$ cat src/rtl/seq_multiplier_pkg.sv
// Shared definitions for the sequential shift-add multiplier.
//   - FSM state encodings (2-bit, legacy-compatible constants)
//   - clog2 helper used to size the step counter
package seq_multiplier_pkg;

    localparam logic [1:0] S_IDLE = 2'd0;
    localparam logic [1:0] S_BUSY = 2'd1;
    localparam logic [1:0] S_DONE = 2'd2;

    // Ceiling log2 for sizing counters; clog2(1) = 0.
    function automatic int clog2(input int value);
        int r;
        r = 0;
        for (int i = 0; i < 31; i++) begin
            if ((1 << i) < value) r = i + 1;
        end
        return r;
    endfunction

endpackage

$ cat src/rtl/seq_multiplier_abs.sv
// mult_abs: conditional two's-complement negate.
//   en     : 1 = output the negation of value, 0 = pass value through
//   value  : WIDTH-bit input
//   result : WIDTH-bit output, en ? -value : value
// Used both to take operand magnitudes and to re-apply the product sign.
// The most-negative input maps to itself, which read as unsigned is its
// correct magnitude.
module mult_abs #(
    parameter int WIDTH = 4
) (
    input  logic             en,
    input  logic [WIDTH-1:0] value,
    output logic [WIDTH-1:0] result
);

    assign result = en ? (~value + 1'b1) : value;

endmodule

$ cat src/rtl/seq_multiplier.sv
// seq_multiplier: sequential shift-add multiplier, one product per
// transaction, WIDTH step cycles, optional two's-complement mode.
// Ports:
//   clk, rst        : clock, synchronous active-high reset
//   start           : request, taken only on an edge where ready=1
//   is_signed       : 1 = signed operands/product, sampled with start
//   a, b            : multiplicand, multiplier (WIDTH bits)
//   ready           : high only in IDLE
//   done            : one-cycle pulse when p is updated
//   p               : 2*WIDTH-bit product, held until next completion/reset
//   state_dbg       : current FSM state (S_IDLE/S_BUSY/S_DONE)
// Handshake: a transaction is accepted on the rising edge where
// start=1 and ready=1; start at any other time is ignored. done marks
// the single cycle in which a new p first appears; there is no
// back-pressure on done.
module seq_multiplier
    import seq_multiplier_pkg::*;
#(
    parameter int WIDTH = 4
) (
    input  logic               clk,
    input  logic               rst,
    input  logic               start,
    input  logic               is_signed,
    input  logic [WIDTH-1:0]   a,
    input  logic [WIDTH-1:0]   b,
    output logic               ready,
    output logic               done,
    output logic [2*WIDTH-1:0] p,
    output logic [1:0]         state_dbg
);

    localparam int CW = clog2(WIDTH + 1);

    logic [1:0]         state;
    logic [CW-1:0]      count;
    logic [WIDTH-1:0]   mcand;
    logic [WIDTH-1:0]   mplr;     // multiplier; low product bits shift in from the top
    logic [WIDTH-1:0]   acc_hi;   // upper accumulator half
    logic               neg;

    logic [WIDTH-1:0]   a_mag;
    logic [WIDTH-1:0]   b_mag;
    logic [WIDTH:0]     sum;
    logic [2*WIDTH-1:0] next_prod;
    logic [2*WIDTH-1:0] p_next;
    logic               last_step;

    mult_abs #(.WIDTH(WIDTH)) u_abs_a (
        .en     (is_signed & a[WIDTH-1]),
        .value  (a),
        .result (a_mag)
    );

    mult_abs #(.WIDTH(WIDTH)) u_abs_b (
        .en     (is_signed & b[WIDTH-1]),
        .value  (b),
        .result (b_mag)
    );

    // One shift-add step: conditional add into the upper half, carry kept
    // in sum[WIDTH], then {carry, acc_hi, mplr} shifts right by one.
    assign sum       = {1'b0, acc_hi} + {1'b0, (mplr[0] ? mcand : {WIDTH{1'b0}})};
    assign next_prod = {sum, mplr[WIDTH-1:1]};
    assign last_step = (count == CW'(WIDTH - 1));

    // Sign is applied to the magnitude product as it is being completed,
    // so p is loaded in the same edge that ends the last step.
    mult_abs #(.WIDTH(2 * WIDTH)) u_abs_p (
        .en     (neg),
        .value  (next_prod),
        .result (p_next)
    );

    always_ff @(posedge clk) begin
        if (rst) begin
            state  <= S_IDLE;
            count  <= '0;
            mcand  <= '0;
            mplr   <= '0;
            acc_hi <= '0;
            neg    <= 1'b0;
            p      <= '0;
        end else begin
            case (state)
                S_IDLE: begin
                    if (start) begin
                        mcand  <= a_mag;
                        mplr   <= b_mag;
                        acc_hi <= '0;
                        count  <= '0;
                        neg    <= is_signed & (a[WIDTH-1] ^ b[WIDTH-1]);
                        state  <= S_BUSY;
                    end
                end
                S_BUSY: begin
                    acc_hi <= sum[WIDTH:1];
                    mplr   <= {sum[0], mplr[WIDTH-1:1]};
                    count  <= count + 1'b1;
                    if (last_step) begin
                        p     <= p_next;
                        state <= S_DONE;
                    end
                end
                S_DONE: begin
                    state <= S_IDLE;
                end
                default: begin
                    state <= S_IDLE;
                end
            endcase
        end
    end

    // Decoded straight from the state register; no input-to-output path.
    assign ready     = (state == S_IDLE);
    assign done      = (state == S_DONE);
    assign state_dbg = state;

endmodule

$ cat config.mk
export PLATFORM = sky130hd
export DESIGN_NAME = seq_multiplier
export DESIGN_NICKNAME = d
export VERILOG_FILES = /design/src/rtl/seq_multiplier_pkg.sv /design/src/rtl/seq_multiplier_abs.sv /design/src/rtl/seq_multiplier.sv
export SDC_FILE = /design/constraint.sdc
export NUM_CORES = 1
export LEC_CHECK = 0
export CAP_MARGIN = 20
export CORE_MARGIN = 5
export CORE_UTILIZATION = 32
export CTS_BUF_LIST = sky130_fd_sc_hd__clkbuf_4
export CTS_CLUSTER_SIZE = 12
export DETAILED_ROUTE_END_ITERATION = 10
export SLEW_MARGIN = 20
export SYNTH_ARGS = -nofsm -noshare
export SYNTH_HDL_FRONTEND = slang
export SYNTH_SLANG_ARGS = --single-unit
$ cat constraint.sdc
create_clock -name clk -period 6.05 [get_ports clk]
set_input_delay 0.9075 -clock clk [delete_from_list [all_inputs] [get_ports clk]]
set_output_delay 0.9075 -clock clk [all_outputs]
set_load 0.005 [all_outputs]
; ---- Word-level counts from Yosys, hierarchy flattened
; Cells that the tools add are included.
[totals]
reg_bits = 26
input_bits = 12
out_inout_bits = 12
wordCells = 43
[classes]
addsub = 5
eq_ne = 5
mux = 13
n_bitwise = 7
n_reduce_logical = 6
[op_table]
columns = op, count
row1 = 4-bit 2-to-1 mux, 5
row2 = 4-bit case mux with 2 select lines, 2
row3 = 4-bit by 1-bit adder with 4-bit output (second input constant), 2
row4 = 8-bit by 1-bit adder with 8-bit output (second input constant), 1
row5 = 8-bit 2-to-1 mux, 1
row6 = 4-bit NOT, 2
row7 = 8-bit NOT, 1
row8 = 2-bit AND reduction, 4
row9 = 3-bit case mux with 2 select lines, 1
row10 = 4-bit by 4-bit adder with 5-bit output, 1
row11 = 2-bit 2-to-1 mux, 2
row12 = 2-bit inequality test (second input constant), 2
row13 = 2-bit case mux with 2 select lines, 1
row14 = 3-bit by 1-bit adder with 3-bit output (second input constant), 1
row15 = 1-bit AND, 3
row16 = 3-bit by 2-bit equality test with 1-bit output (second input constant), 1
row17 = 3-bit 2-to-1 mux, 1
row18 = 2-bit by 1-bit equality test with 1-bit output (second input constant), 1
row19 = 2-bit equality test (second input constant), 1
row20 = 2-bit zero test, 1
row21 = 2-bit nonzero test, 1
row22 = 1-bit bitwise XOR, 1

; ---- Longest topological paths before layout
; Gate-level depths: netlist (run 1).
[logic_depth]
ltp_word = 5
mapped_depth = 8
depth_no_buf = 8

; ---- Cells and area by module
; Synthesis (run 1) repeated with hierarchy kept, for this count alone.
[unflattened]
hier_cells = 185
area_unflattened_um2 = 1537.7
[modules_own_cells]
columns = mod, n_inst, cells_per_inst, area_per_inst_um2, seq_area_each_um2
row1 = seq_multiplier, 1, 144, 1221.2, 520.5
row2 = mult_abs (u_abs_p), 1, 21, 171.4, 0.0
row3 = mult_abs (u_abs_a ...), 2, 10, 72.6, 0.0

; ---- Worst setup path before layout (run 1)
; OpenSTA, ideal clock, no wires.
[synth_timing]
path_type = register to register
startpoint = reg mplr[0]
endpoint = reg p[7]
setup_time_ps = 74
arrival_ps = 2247
required_ps = 5976
path_slack_ps = 3728
stages_incl_launch_ff = 8
path_buffers = 0
synth_period_minus_slack_ps = 2322
cell_sequence = dfxtp_1 > and2_1 > ha_1 > fa_1 > xor2_1 > or4_1 > or4_1 > a31oi_1
[synth_between]
elab_chain_len = 5
[synth_rtl]
columns = item, line_no
row1 = start: declaration, seq_multiplier.sv:38  ; logic [WIDTH-1:0] mplr;
row2 = start signal: assignment, seq_multiplier.sv:89  ; mplr <= b_mag;
row3 = start signal: assignment, seq_multiplier.sv:98  ; mplr <= {sum[0], mplr[WIDTH-1:1]};
row4 = 4-bit 2-to-1 mux *, seq_multiplier.sv:63  ; assign sum = {1'b0, acc_hi} + {1'b0, (mplr[0] ? mcand : {WIDTH{1'b0}})};
row5 = 4-bit by 4-bit adder with 5-bit output *, seq_multiplier.sv:63
row6 = 8-bit NOT, seq_multiplier_abs.sv:16  ; assign result = en ? (~value + 1'b1) : value;
row7 = 8-bit by 1-bit adder with 8-bit output, seq_multiplier_abs.sv:16
row8 = 8-bit 2-to-1 mux *, seq_multiplier_abs.sv:16
row9 = end signal: assignment, seq_multiplier.sv:101  ; p <= p_next;
row10 = end: declaration, seq_multiplier.sv:29  ; output logic [2*WIDTH-1:0] p,
; Every way passes the cells marked *; elsewhere a longest branch is shown, timed or not.
; A chain may end at the register's enable or synchronous reset.

; ---- Final worst setup path (run 1)
; Same ends and word-level chain as after synthesis.

==> run metrics, run 1 <==
CTS tree done; gpl congestion roughly 0.75; status complete, no violations; Congestion Overflow GR 0; CTS root buf clkbuf_4; maxcap violations 0; Yosys reg bits 26; vias per inst 4.88; fin. max-slew vios 0; post-layout util 0.405; Tcrit/Tclk final 0.412; TritonCTS Buffers 3; PortBufs 23; HPWL after DPL between 2000 and 2500 um; Startpoint Class flip-flop; Synth Cell Area 0.00137 mm2; Setup Fix Bufs, Post-CTS 0; Final Total Pwr roughly 310 uW; first-pass GRT wire length ~4700 um; initial antenna violation count 0; I/O pin count 24; Max transition margin 0.347; GR Util All Layers 0.106; DRT iter0 DRCs 63; Reg clk slew, reported paths ~0.15 ns; Syn Inst Count around 170; Rows 23; Filler cells 449; Setup TNS 0 ns; share of cells above drive strength 1 0.0214; post-CTS sizing 0; required time of the critical path between 6 and 7 ns; largest net degree at the start of global routing 27; cts hold-fix bufs 0; post-route setup slack ~3.6 ns; die span in x about 75 um; max frequency 0.401 GHz; worst hold-check path type flip-flop to flip-flop; Max IR drop VDD between 0.07 and 0.08 mV; Hold Fails Final Rpt 0; crit-path max FO 5; Final #Nets 210; number of global-route vias before repair 1038; drt wl/cell about 12 um; worst-case clock buffer depth 2; endpoints failing setup 0; main flop type after synthesis dfxtp_1; minimum clock period after layout ~2.5 ns; DRC Markers 0; Die H between 70 and 80 um; pre-CTS setup slack about 3.6 ns; EDFF count, synth 0; FF-to-FF setup slack about 3.6 ns; RR Endpoint p[7]; CP startpoint mplr[0]; Area Growth Syn to Fin 20.8%; Syn. warnings 0; TritonCTS Sinks 26; clk_lat worst skew 0.33 ns; critical path class flip-flop to flip-flop; 1st-pass router iterations 4; RR Startpoint mplr[0]; post-synthesis sequential area ratio 0.380; critical path arrival 2.74 ns; Netlist cell types 28; initial core utilization 0.335; H-tree levels 1; Worst setup endpoint p[7]; Syn Area/Cell 8.10 um2; PwrDens approximately 190 mW/mm2; antenna diode count 0; async set-or-reset flop fraction in the synthesized netlist 0; R2R depth 7; Vias 1157; Die ar. approximately 0.0057 mm2; Leakage roughly 0.64 nW; ANT nets after route 0; post-synth net total ~190; DRT Wirelength between 2000 and 3000 um; Worst setup EP type flip-flop; CORE AREA 0.00409 mm2; clk_skew approximately 0.004 ns; Worst-Margin Slew 0.977 ns; RSZ-0062 raised after global routing no
## worst min-delay path by stage
stage	end	cells past startpoint	from
after floorplan	mcand[0]	2	mcand[0]
after detailed placement	mcand[0]	2	mcand[0]
after CTS	mcand[0]	2	mcand[0]
after global routing	p[5]	2	p[5]
final	p[5]	2	p[5]
after global placement	mcand[0]	2	mcand[0]
## cell type report
cell class,instances,area (um2),share of cell area
sequential,26,520,0.315
multi-input combinational,127,788,0.477
tap,50,62.6,0.0378
timing repair buffer,23,230,0.139
inverter,7,26.3,0.0159
clock buffer,3,22.5,0.0136
clock inverter,1,3.75,0.00227
## synthesized netlist by cell type, drive strengths merged, types with 4 or more instances
cell type  instances  area share
clkbuf             9       0.025
a211oi             6       0.033
xor2               6       0.038
ha                 9       0.082
xnor2              4       0.026
and2               6       0.027
dfxtp             26        0.38
inv                7       0.019
a21oi             17       0.062
a31oi              4       0.018
nor2              19       0.052
nand2             22       0.060
nand3             10       0.037
## layout by cell type (no fill, tap or decap), types with 2 or more instances in the layout
master,Yosys,final
a211oi_1,6,6
a21o_1,2,2
a21oi_1,17,17
a22oi_1,2,2
a31oi_1,4,4
and2_1,6,6
clkbuf_4,0,3
clkdlybuf4s50_1,0,23
dfxtp_1,26,26
ha_1,9,9
inv_1,7,7
nand2_1,22,22
nand2b_1,3,3
nand3_1,10,10
nor2_1,19,19
nor2b_1,3,3
o31ai_1,3,3
or4_1,2,2
xnor2_1,4,4
xor2_1,6,6
## state kept, by name (all words and copies together), names as in the netlist
register,cells
state_dbg,2
acc_hi,4
neg,1
p,8
mcand,4
count,3
mplr,4
## per-stage QoR
step	std cells	area, um2	hold WS [ns]
final	237	1650	0.466
after CTS	237	1650	0.469
after detailed placement	233	1630	0.450
after floorplan	169	1370	0.432
after global routing	237	1650	0.496
after global placement	233	1630	0.443
## metal layers
metal  track usage  share of wire  vias up
met3        0.0172          0.057        2
met4        0.0408         0.0074        0
met1         0.156           0.51      509
li1              -              -      621
met5             0              0        -
met2         0.153           0.42       25
## critical path, stage by stage, from the launching register on
cell,delay [ns]
dfxtp_1,0.36
and2_1,0.14
ha_1,0.20
fa_1,0.41
xor2_1,0.22
or4_1,0.49
or4_1,0.41
a31oi_1,0.17
## logic make-up (layout without fill, tap and decap cells)
| group | count (synthesis) | count (layout) | share of synthesized area |
|---|---|---|---|
| xor gates and xnor gates | 10 | 10 | 0.0640 |
| DFF | 26 | 26 | 0.380 |
| muxes | 1 | 1 | 0.00731 |
| buffers and inverters | 16 | 34 | 0.0439 |
| adders and majority gates | 10 | 10 | 0.0969 |
| AOI/OAI and AO/OA | 39 | 39 | 0.181 |
| and+or+nand+nor | 67 | 67 | 0.227 |
## power by group
part / internal, mW / switching (mW) / leakage, nW
registers: 0.177 / 0.00498 / 0.211
clock network: 0.0243 / 0.0551 / 0.0154
logic: 0.0221 / 0.0264 / 0.411
Power figures use the tool's default switching activity.
==> run 2: changes to the inputs <==
Clock period 6.05 ns to 2.1 ns, I/O delays scaled along.
==> run 2 against run 1 <==
The flow now finishes with violations (setup timing). First-iteration DRC count shrank 17%. Non-clock buffer count grew 10. Hold slack lost 0.0040 ns. Routed wire length grew 1.5%. Fmax grew 8.7%. Global-route usage grew 0.29 points. Clock power grew to 4.3 times the previous value. Critical endpoint unchanged. Largest power group unchanged.
==> run metrics, run 2 (same netlist as run 1, synthesis figures left out) <==
critical path arrival 2.55 ns (-0.19 ns); RR Endpoint p[7]; die span in x 75.4 um (unchanged); Vias 1200 (+3.7%); CORE AREA 0.00409 mm2 (unchanged); Leakage 0.699 nW (+9.6%); DRT Wirelength 2870 um (+1.5%); HPWL after DPL 2160 um (+4.4%); vias per inst 4.86 (-0.48%); fin area 0.00178 mm2 (+7.9%); multi-input logic area 817 um2 (+3.7%); RR Startpoint mcand[0]; Setup Fix Bufs, Post-CTS 0 (unchanged); number of global-route vias before repair 1076 (+3.7%); first-pass GRT wire length 4880 um (+2.9%); M1 WL 1420 um (-2.5%); RSZ-0062 raised after global routing yes; H-tree levels 1 (unchanged); PwrDens 575 mW/mm2 (+210%); max layer used met3; CP startpoint mcand[0]; met3 routed WL 164 um (+1.9%); metal2 WL 1290 um (+8.1%); clk_skew 0.00809 ns (+0.00413 ns); Finished Layout Cells 247 (+4.2%); 1st-pass router iterations 4 (unchanged); critical path class flip-flop to flip-flop; post-route setup slack -0.193 ns (-3.75 ns); Setup TNS -0.193 ns (-0.193 ns); Filler cells 432 (-3.8%); drt wl/cell 11.6 um (-2.6%); Final Total Pwr 1.03 mW (+230%); CTS tree done; DRT iter0 DRCs 52 (-17%); commonest cells after routing, fill and taps aside dfxtp_1 (26), clkdlybuf4s50_1 (23), nand2_1 (22), nor2_1 (19), a21oi_1 (17); GR Util All Layers 0.109 (+0.00290); register area 520 um2 (unchanged); PortBufs 23 (unchanged); FF-to-FF setup slack -0.19 ns (-3.75 ns); max FFs per register 8 (unchanged); endpoints failing setup 1 (+1); Tcrit/Tclk final 1.09 (+0.680); placed inst area 0.00172 mm2 (+5.4%); required time of the critical path 2.35 ns (-3.95 ns); DRC Markers 0 (unchanged); hold path start mcand[3]; commonest non-fill, non-tap cell in the layout dfxtp_1; clk_lat worst skew 0.32 ns (about the same); ANT nets after route 0 (unchanged); antenna diode count 0 (unchanged); R2R depth 7 (unchanged); Final #Nets 220 (+4.8%); share of cells above drive strength 1 0.107 (+0.0852); max frequency 0.436 GHz (+8.7%); Die ar. 0.00569 mm2 (unchanged); minimum clock period after layout 2.29 ns (-0.200 ns); failing checks setup timing; hold endpoint mcand[3]; Hold Path Depth 2 (unchanged); largest net degree at the start of global routing 27 (unchanged); initial antenna violation count 0 (unchanged); TritonCTS Sinks 26 (unchanged); I/O pin count 24 (unchanged); cts hold-fix bufs 0 (unchanged); status complete, but fails checks; Reg clk slew, reported paths 0.14 ns (about the same); Rows 23 (unchanged); gpl congestion 0.735 (-2.1%); TritonCTS Buffers 3 (unchanged); Hold Fails Final Rpt 0 (unchanged); Startpoint Class flip-flop; worst hold-check path type flip-flop to flip-flop; Die H 75.4 um (unchanged); CTS root buf clkbuf_4; maxcap violations 0 (unchanged); worst-case clock buffer depth 2 (unchanged); Area Growth Syn to Fin 30.3%; crit-path max FO 2 (-3); Top reg by flops p; Max transition margin 0.708 (+0.361); fin. max-slew vios 0 (unchanged); initial core utilization 0.335 (unchanged); Congestion Overflow GR 0 (unchanged); placed cells 243 (+4.3%); Worst setup EP type flip-flop; Worst-Margin Slew 0.439 ns (-0.538 ns); Max IR drop VDD 0.258 mV (+260%)
==> run 2: what timing repair did <==
action                                 4_1_cts  5_1_grt
endpoints found under the hold margin        0        0
setup endpoints to repair                    2        2
pin swaps                                    1        0
gates cloned                                 0        0
resized for setup                            1        2
==> run 2: where the power goes <==
group          total, mW  switching, mW  internal [mW]
logic              0.162         0.0826         0.0792
registers          0.523         0.0129          0.510
clock network      0.341          0.149          0.193
==> run 2: final cells by class <==
type / instances / area share
inverter: 7 / 0.0147
tap: 50 / 0.0351
clock inverter: 1 / 0.0168
sequential: 26 / 0.292
timing repair buffer: 33 / 0.171
multi-input combinational: 127 / 0.458
clock buffer: 3 / 0.0126
==> run 2: worst max path at each step <==
stage	cells after the start	slack [ns]	to
global placement	7	-0.16	p[7]
floorplan	7	-0.16	p[7]
detailed placement	7	-0.20	p[7]
CTS	7	-0.20	p[7]
finish	7	-0.19	p[7]
global route	7	-0.27	p[7]
==> run 2: stage by stage <==
step	util	setup slack [ns]	hold WS [ns]
after floorplan	-	-0.157	0.432
after global placement	0.420	-0.162	0.444
after detailed placement	0.420	-0.198	0.445
after CTS	0.434	-0.197	0.464
after global routing	0.437	-0.269	0.479
final	0.437	-0.193	0.462
==> run 2: routing by layer <==
| layer | GRT usage | vias to the layer above |
|---|---|---|
| met2 | 0.177 | 25 |
| met3 | 0.0158 | 0 |
| met1 | 0.151 | 535 |
| li1 | - | 640 |
| met5 | 0 | - |
| met4 | 0.0291 | 0 |
==> run 2: worst max-delay path, stage by stage (launching register included) <==
cell and delay (ns):
dfxtp_1 0.33, and2_1 0.15, ha_2 0.18, fa_2 0.37, xor2_2 0.16, or4_4 0.48, or4_1 0.41, a31oi_1 0.16
